## config.mk

```make
export PLATFORM = sky130hd
export DESIGN_NAME = lfsr_generic
export DESIGN_NICKNAME = d
export VERILOG_FILES = /design/src/rtl/lfsr_generic.sv
export SDC_FILE = /design/constraint.sdc
export NUM_CORES = 1
export LEC_CHECK = 0
export BUFFER_PORTS_ARGS = -buffer_cell sky130_fd_sc_hd__clkbuf_2
export CAP_MARGIN = 0
export CORE_MARGIN = 2
export CORE_UTILIZATION = 44
export CTS_BUF_LIST = sky130_fd_sc_hd__clkbuf_16
export DETAILED_ROUTE_END_ITERATION = 7
export HOLD_SLACK_MARGIN = 0.12
export PLACE_DENSITY = 0.76
export SYNTH_ARGS = -nofsm -noshare
export SYNTH_HDL_FRONTEND = slang
export SYNTH_SLANG_ARGS = --single-unit
```

## constraint.sdc

```tcl
create_clock -name clk_i -period 1.4 [get_ports clk_i]
set_clock_uncertainty 0.15 [all_clocks]
set_input_delay 0.28 -clock clk_i [delete_from_list [all_inputs] [get_ports clk_i]]
set_output_delay 0.28 -clock clk_i [all_outputs]
set_load 0.1 [all_outputs]
```

## src/rtl/lfsr_generic.sv

```systemverilog
// ---------------------------------------------------------------------------
// lfsr_generic
//
// Purpose:
//   Parametrised linear feedback shift register with external entropy
//   injection. Each enabled shift XORs the 'random_i' bit into the feedback.
//   A valid/ready word port marks a word as deliverable only once it holds
//   WIDTH shifts taken since the last reset, reseed or transfer. Runtime
//   reseed is supported. Optional zero-state lockup recovery is also
//   supported.
//
// Parameters:
//   WIDTH  state width, 4..64
//   POLY   feedback polynomial without the x^WIDTH term (bit k = coeff x^k),
//          POLY[0] must be 1
//   SEED   state after reset, nonzero
//   MODE   0 = Fibonacci, 1 = Galois
//
// Configuration macro:
//   LFSR_LOCKUP_RECOVERY_EN  when defined, an enabled shift that would keep
//                            the state at all-zero reloads SEED instead and
//                            sets the sticky lockup_o flag; when undefined,
//                            lockup_o is tied low and a zero state persists
//                            while random_i = 0.
//
// Ports:
//   clk_i        clock, all logic on the rising edge
//   rst_i        asynchronous active-high reset
//   en_i         shift enable, one shift per cycle while high
//   random_i     entropy bit XORed into the feedback on each shift
//   load_i       synchronous reseed request (priority over en_i)
//   seed_i       reseed value, sampled when load_i = 1
//   out_data_o   current state register
//   out_valid_o  word ready: WIDTH fresh shifts accumulated
//   out_ready_i  consumer accepts the word when out_valid_o && out_ready_i
//   lockup_o     sticky flag, zero-state recovery occurred
// ---------------------------------------------------------------------------
module lfsr_generic #(
    parameter int unsigned      WIDTH = 16,
    parameter logic [WIDTH-1:0] POLY  = 16'h6801,
    parameter logic [WIDTH-1:0] SEED  = 16'hACE1,
    parameter int unsigned      MODE  = 0
) (
    input  logic             clk_i,
    input  logic             rst_i,
    input  logic             en_i,
    input  logic             random_i,
    input  logic             load_i,
    input  logic [WIDTH-1:0] seed_i,
    output logic [WIDTH-1:0] out_data_o,
    output logic             out_valid_o,
    input  logic             out_ready_i,
    output logic             lockup_o
);

    localparam int unsigned     CW       = $clog2(WIDTH + 1);
    localparam logic [CW-1:0]   CNT_FULL = CW'(WIDTH);
    localparam logic [CW-1:0]   CNT_ONE  = CW'(1);

    logic [WIDTH-1:0] state_q, state_d;
    logic [WIDTH-1:0] shift_val;
    logic [CW-1:0]    cnt_q, cnt_d;
    logic             lockup_q, lockup_d;
    logic             fb;
    logic             xfer;
    logic             stuck;

    // Topology-specific feedback and shifted state.
    generate
        if (MODE == 0) begin : g_fib
            // Tap mask: x^WIDTH term mapped onto the MSB, the rest from POLY.
            localparam logic [WIDTH-1:0] TAPS = {1'b1, POLY[WIDTH-1:1]};
            assign fb        = random_i ^ (^(state_q & TAPS));
            assign shift_val = {state_q[WIDTH-2:0], fb};
        end else begin : g_gal
            assign fb = random_i ^ state_q[WIDTH-1];
            for (genvar gi = 0; gi < WIDTH; gi++) begin : g_bit
                if (gi == 0) begin : g_lsb
                    assign shift_val[gi] = fb & POLY[gi];
                end else begin : g_upper
                    assign shift_val[gi] = state_q[gi-1] ^ (fb & POLY[gi]);
                end
            end
        end
    endgenerate

`ifdef LFSR_LOCKUP_RECOVERY_EN
    // The all-zero state only survives a shift when the feedback is zero too.
    assign stuck = (state_q == '0) && !fb;
`else
    assign stuck = 1'b0;
`endif

    assign xfer = out_valid_o && out_ready_i;

    always_comb begin
        state_d  = state_q;
        cnt_d    = cnt_q;
        lockup_d = lockup_q;
        if (load_i) begin
            // Reseed wins over shifting; a coincident transfer still takes
            // the old state because out_data_o is the pre-edge register.
            state_d  = seed_i;
            cnt_d    = '0;
            lockup_d = 1'b0;
        end else begin
            if (en_i) begin
                if (stuck) begin
                    state_d  = SEED;
                    lockup_d = 1'b1;
                end else begin
                    state_d = shift_val;
                end
            end
            if (xfer) begin
                // A shift in the transfer cycle already belongs to the next word.
                cnt_d = en_i ? CNT_ONE : '0;
            end else if (en_i && (cnt_q != CNT_FULL)) begin
                cnt_d = cnt_q + CNT_ONE;
            end
        end
    end

    always_ff @(posedge clk_i or posedge rst_i) begin
        if (rst_i) begin
            state_q  <= SEED;
            cnt_q    <= '0;
            lockup_q <= 1'b0;
        end else begin
            state_q  <= state_d;
            cnt_q    <= cnt_d;
            lockup_q <= lockup_d;
        end
    end

    assign out_data_o  = state_q;
    assign out_valid_o = (cnt_q == CNT_FULL);
    assign lockup_o    = lockup_q;

endmodule
```

# --- Yosys cells after proc, flatten, opt, wreduce, memory -nomap -nowiden ---
# Cells that the tools add are included.
word_totals:
  in_bits: 22
  register_bits: 21
  out_inout_bits: 18
op_classes:
  reduce_logical: 5
  n_bitwise: 1
  n_eq_ne: 2
  addsub: 1
  n_mux: 6
op_table:
  columns: ["op", "count"]
  rows:
  - ["2-to-1 mux 16 bit", 2]
  - ["XOR reduction 16 bit", 1]
  - ["2-to-1 mux 5 bit", 3]
  - ["adder 5 x 1 -> 5 bit (second input constant)", 1]
  - ["== test 5 bit (second input constant)", 1]
  - ["inequality test 5 bit (second input constant)", 1]
  - ["nonzero test 3 bit", 1]
  - ["logical AND 1 bit", 2]
  - ["nonzero test 2 bit", 1]
  - ["2-to-1 mux 1 bit", 1]
  - ["XOR 1 bit", 1]

# --- Logic depth before layout (Yosys ltp) ---
# Gate-level depths: netlist of run 1.
logic_depth:
  ltp_word: 5
  ltp_mapped: 6

# --- Worst setup path after synthesis of run 1 ---
# No wires, ideal clock.
synth_path:
  path_kind: "register to register"
  start: "register state_q[12] (netlist: out_data_o[12])"
  end: "register state_q[0] (netlist: out_data_o[0])"
  arrival_time_ns: 1.670
  path_buffers: 0
  path_stages_with_launch: 4
  period_less_slack_ns: 1.886
  setup_time_ns: 0.065
  slack_ns: -0.486
  cell_sequence: "dfrtp_1 xor3_1 nor4_1 nand3b_1"
synth_via:
  elab_chain_len: 4
synth_rtl:
  columns: ["element", "line", "text"]
  rows:
  - ["start, declared", "60", "logic [WIDTH-1:0] state_q, state_d;"]
  - ["start signal, assigned", "130", "state_q <= state_d;"]
  - ["XOR reduction 16 bit", "73", "assign fb = random_i ^ (^(state_q & TAPS));"]
  - ["XOR 1 bit", "73", null]
  - ["2-to-1 mux 16 bit", "107", "if (en_i) begin"]
  - ["2-to-1 mux 16 bit", "100", "if (load_i) begin"]
# No other way between the ends. The select of a mux whose other input is x is not followed.
# A chain may end at the register's enable or synchronous reset.

# --- Final worst setup path of run 1 ---
layout_path:
  start: "register cnt_q[0]"
  end: "output port out_valid_o"
layout_via:
  elab_chain_len: 1
layout_rtl:
  columns: ["element", "line", "text"]
  rows:
  - ["start, declared", "62", "logic [CW-1:0] cnt_q, cnt_d;"]
  - ["start signal, assigned", "131", "cnt_q <= cnt_d;"]
  - ["== test 5 bit", "137", "assign out_valid_o = (cnt_q == CNT_FULL);"]
  - ["end, declared", "51", "output logic out_valid_o,"]
# No other way between the ends.

==> run summary, run 1 <==
Worst path slowest cell: dfrtp_1
post-synthesis cell count: 108
vias in the first global route: 1178
largest net degree at the start of global routing: 29
Worst Path Buf+Inv: 3
Total GRT Usage: 0.263
Synth Area in Adders: 0.0221
Tmin final: 1.68 ns
CTS clk-pin slew, worst paths: 0.06 ns
clock buffer count from CTS: 3
Tot Pwr: 2.35 mW
hold_ws: 0.119 ns
Synth Register Bits: 21
Compound-Gate Fraction of Synth Area: 0.115
Min-Delay Path Depth: 3
Placer Congestion: 0.733
Post-Synth Simple-Gate Area: 0.146
XOR/XNOR share of the synthesized area: 0.0442
most frequent cells in the layout: 21 x clkbuf_2, 19 x buf_12, 18 x buf_4
initial antenna violation count: 0
first-pass detailed-route iteration total: 4
CP startpoint: cnt_q[0]$_DFFE_PP0P_
dpl hpwl: 1900 um
Max stage delay on crit path: 0.39 ns
fin worst setup slack: -0.283 ns
RSZ-0062 raised after global routing: true
Overflow after GRT: 0
Crit path max-delay family: flip-flops
Starting Density: 0.461
core area: 2450 um^2
first-pass GRT wire length: 5480 um
final worst-path cycle share: 1.20
met3 GRT Util: 0.0628
Critical Path, Cell by Cell: inv_2 -> ha_4 -> nand4bb_4 -> inv_8 -> buf_12
critical-path maximum fanout: 2
mux cell area share after synthesis: 0.133
most common cell after layout, fill and taps aside: clkbuf_2
main flop type after synthesis: dfrtp_1
syn avg cell area: 10.5 um^2
top cells by area, synth: dfrtp_1 29%, dfstp_2 19%, mux2i_1 13%
register area share after synthesis: 0.473
maximum VDD drop: 952 uV
input/output buffers: 38
placed cell count: 177
Worst Reg2Reg Path Length in Cells: 7
dpl ws: -0.119 ns
critical path depth: 5
Distinct cells, synth: 32
Net Count, Synth: 132
io pins: 40
pwr dens: 1150 nW/um^2
GR Util met1: 0.289
GRT Max-Usage Layer: met2
Ys Warns: 0
Worst Setup End Kind: output port
drt drc: 0
crit start category: flop
Initial DRC Count: 22
Layout Nets: 202
WL final: 3480 um
CTS Buffer Depth: 2
MaxCap Viol Count: 0
share of cells above drive strength 1: 0.525
Hold Vio Cnt, Final: 0
Setup Viol. Count Final: 15
worst min path class: input pin to flop
GR Util met2: 0.476
Root Driver: clkbuf_16
CP endpoint: out_valid_o
post-route ant nets: 0
main combinational cell family by area after synthesis: simple AND/OR/NAND/NOR gates
die width: 54.7 um
CTS tree: yes
synth-to-layout area growth: 80.9%
routed len/inst: 16.8 um
clk sink count: 21
run status: finished, violations left
final instance area: 2050 um^2
die area: 2990 um^2
flop2flop setup slack: -0.22 ns
Post-Syn Area: 1130 um^2
H-tree Lvls: 1
Ant. Diodes: 0
vias post-DR: 1130
Finished Layout Cells: 207
area leader, netlist: dfrtp_1
failing checks: setup timing
share of the synthesized area in the top cell type: 0.288
Slew Viols, Final: 0
Area after DPL: 1690 um^2
EDFF count, synth: 0
via/cell ratio: 5.46
Async S/R FF share, synth: 1.00
Worst Setup Path Type: flop to output port
Leak: 0.945 nW
Critical R2R Capture: cnt_q[0]$_DFFE_PP0P_
Worst EP arrival: 1.25 ns
fill count: 108
FF-to-FF Start: cnt_q[0]$_DFFE_PP0P_
Worst-Skew Late Latency: 0.25 ns
worst path required time: 0.97 ns
# rows: 18
FMAX: 0.594 GHz
die span in y: 54.7 um
[per-stage QoR]
stage	setup TNS, ns	util
global route	-2.12	0.833
finish	-1.60	0.833
global placement	-0.156	0.690
floorplan	-0.646	-
CTS	-1.59	0.820
detailed placement	-0.368	0.690
[synth_stat cells, types with 2 or more instances]
cell type  instances
nand4_1            2
dfrtp_1           13
nor2_1             3
xor2_1             2
inv_1              4
nand2_1           17
ha_1               2
clkbuf_1           3
buf_4              2
o21ai_0           17
mux2i_1           15
dfstp_2            8
[worst min-delay path, stage by stage]
cell and delay [ns]:
clkbuf_2 0.08, nand2_1 0.07, o21ai_1 0.07
[flip-flops by register name (all words and copies together) (netlist names)]
register    flops
cnt_q           5
out_data_o     16
[cell type report]
| cell class | count | area, um^2 | area share |
|---|---|---|---|
| Clock buffer | 3 | 75.1 | 0.0367 |
| Clock inverter | 1 | 3.75 | 0.00183 |
| Inverter | 5 | 26.3 | 0.0128 |
| Multi-Input combinational cell | 74 | 581 | 0.284 |
| Sequential cell | 21 | 549 | 0.269 |
| Tap cell | 30 | 37.5 | 0.0183 |
| Timing Repair Buffer | 73 | 773 | 0.378 |
[kinds of logic (layout without fill, tap and decap cells)]
kind of cell,count (synthesis),after routing
compound gates,22,22
mux,15,15
fa+ha+maj,2,2
xor+xnor,4,4
other cells,1,1
simple gates,30,30
flops,21,21
buf+inv,13,82
[per-layer routing]
metal / share of wire / vias to the layer above
met5: 0 / -
met4: 0.030 / 0
met3: 0.045 / 12
met2: 0.55 / 45
met1: 0.37 / 563
li1: - / 510
[where the power goes]
group | switching [mW] | internal [mW] | total [mW]
clock network | 0.214 | 0.380 | 0.594
registers | 0.0706 | 0.690 | 0.761
logic | 0.588 | 0.402 | 0.990
[timing repair]
item                                    CTS  global route
pin swaps                                 3             2
gates resized for setup                   6             6
setup buffers                            12             1
endpoints found under the setup margin   15            15
endpoints found under the hold margin    25             0
hold buffers                             13             0
[worst min path at each step]
stage | slack [ns] | to | start
after floorplan | 0.10 | cnt_q[0]$_DFFE_PP0P_ | rst_i
after global placement | 0.15 | cnt_q[2]$_DFFE_PP0P_ | rst_i
after detailed placement | 0.16 | cnt_q[2]$_DFFE_PP0P_ | rst_i
after CTS | 0.13 | out_data_o[2]$_DFFE_PP0P_ | seed_i[2]
after global routing | 0.14 | out_data_o[13]$_DFFE_PP1P_ | seed_i[13]
final | 0.12 | out_data_o[13]$_DFFE_PP1P_ | seed_i[13]
No activity file was read; power rests on OpenSTA's default activity.
==> run 2, diff against run 1 <==
CAP_MARGIN = default   (was 0)
CORE_ASPECT_RATIO = 0.8   (was default)
==> run summary, run 2 (synthesis gave the netlist of run 1 again) <==
run status: finished, violations left
failing checks: setup timing
crit start category: flop
die span in y: 49.4 um
Critical R2R Capture: cnt_q[2]$_DFFE_PP0P_
share of cells above drive strength 1: 0.528
Worst Setup End Kind: output port
Setup Viol. Count Final: 15
CTS clk-pin slew, worst paths: 0.06 ns
input/output buffers: 38
MaxCap Viol Count: 0
DR top layer: met4
vias in the first global route: 1245
Total GRT Usage: 0.265
Root Driver: clkbuf_16
worst min path class: input pin to flop
most common cell after layout, fill and taps aside: clkbuf_2
Worst Reg2Reg Path Length in Cells: 8
critical-path maximum fanout: 3
via/cell ratio: 5.23
post-route ant nets: 0
Worst Min Path Start: seed_i[2]
hold_ws: 0.128 ns
Starting Density: 0.463
WL final: 3540 um
RSZ-0062 raised after global routing: true
dpl hpwl: 1990 um
routed len/inst: 16.6 um
largest net degree at the start of global routing: 22
most frequent cells in the layout: 21 x clkbuf_2, 20 x buf_4, 17 x nand2_1, 17 x buf_12
Slew Viols, Final: 0
met3 WL: 162 um
Initial DRC Count: 38
io pins: 40
fin worst setup slack: -0.312 ns
die area: 2990 um^2
drt drc: 0
die width: 60.7 um
synth-to-layout area growth: 79.9%
core area: 2440 um^2
flop2flop setup slack: -0.25 ns
Min-Delay Path Depth: 3
Ant. Diodes: 0
CTS Buffer Depth: 2
Tot Pwr: 2.33 mW
Leak: 0.939 nW
first-pass GRT wire length: 5870 um
Layout Nets: 203
CTS tree: yes
Met1 Wirelength: 1390 um
maximum VDD drop: 1450 uV
met2 wire length: 1910 um
Overflow after GRT: 0
Worst Hold End: out_data_o[2]$_DFFE_PP0P_
vias post-DR: 1119
Worst-Skew Late Latency: 0.25 ns
Tmin final: 1.71 ns
Placer Congestion: 0.743
worst path required time: 0.97 ns
FF-to-FF Start: cnt_q[0]$_DFFE_PP0P_
initial antenna violation count: 0
pwr dens: 1140 nW/um^2
final worst-path cycle share: 1.22
Worst Setup Path Type: flop to output port
first-pass detailed-route iteration total: 4
Worst EP arrival: 1.28 ns
FMAX: 0.584 GHz
clock buffer count from CTS: 3
H-tree Lvls: 1
max reg flops: 16
# rows: 16
Hold Vio Cnt, Final: 0
clk sink count: 21
run 2: cell count changes in the layout (fill, tap and decap cells not counted):
cell,change
nor2_4,-1
buf_4,+2
buf_12,-2
inv_1,-1
nor2_1,+2
nor2_2,-1
clkinv_2,+1
o21ai_2,+1
o21ai_1,-1
buf_6,+1
run 2: report_power, final:
part / internal (mW) / total (mW) / switching [mW]
Sequential: 0.690 / 0.766 / 0.0757
Combinational: 0.378 / 0.951 / 0.573
Clock: 0.384 / 0.612 / 0.228
run 2: per-stage QoR:
step / utilization / std cells / TNS [ns] / setup slack [ns] / area, um^2
after floorplan: - / 108 / -0.646 / -0.321 / 1170
after global placement: 0.690 / 184 / -0.158 / -0.0741 / 1680
after detailed placement: 0.690 / 184 / -0.468 / -0.214 / 1680
after CTS: 0.817 / 211 / -1.71 / -0.296 / 2000
after global routing: 0.833 / 214 / -2.11 / -0.365 / 2030
final: 0.833 / 214 / -1.59 / -0.312 / 2030
run 2: metal layers:
metal,up-vias,track usage
li1,509,-
met3,10,0.0849
met5,-,0
met2,35,0.437
met1,565,0.320
met4,0,0.0906
run 2: area by class of cell:
class	instances	area (um^2)
Timing Repair Buffer	74	759
Clock inverter	1	5.00
Sequential cell	21	549
Tap cell	36	45.0
Multi-Input combinational cell	74	574
Clock buffer	3	75.1
Inverter	5	26.3
Fill cell	130	408
run 2: repair_timing:
item                                    CTS  global route
hold endpoints to repair                 25             0
hold buffers                             13             0
buffers inserted                         10             3
gates resized for setup                   6             5
endpoints found under the setup margin   12            15
pin swaps                                 2             4
run 2: worst max-delay path by stage:
stage	depth (start not counted)	startpoint	endpoint	slack [ns]
floorplan	3	out_data_o[10]$_DFFE_PP1P_	out_data_o[0]$_DFFE_PP1P_	-0.32
CTS	5	cnt_q[0]$_DFFE_PP0P_	out_valid_o	-0.30
global route	5	cnt_q[0]$_DFFE_PP0P_	out_valid_o	-0.36
finish	5	cnt_q[0]$_DFFE_PP0P_	out_valid_o	-0.31
detailed placement	3	out_data_o[10]$_DFFE_PP1P_	out_data_o[0]$_DFFE_PP1P_	-0.21
global placement	3	out_data_o[10]$_DFFE_PP1P_	out_data_o[0]$_DFFE_PP1P_	-0.07
run 2: critical path, cell delays in order (launching register included):
cell and delay (ns):
dfrtp_1 0.39, inv_2 0.08, ha_4 0.14, nand4bb_4 0.15
inv_8 0.09, buf_12 0.16
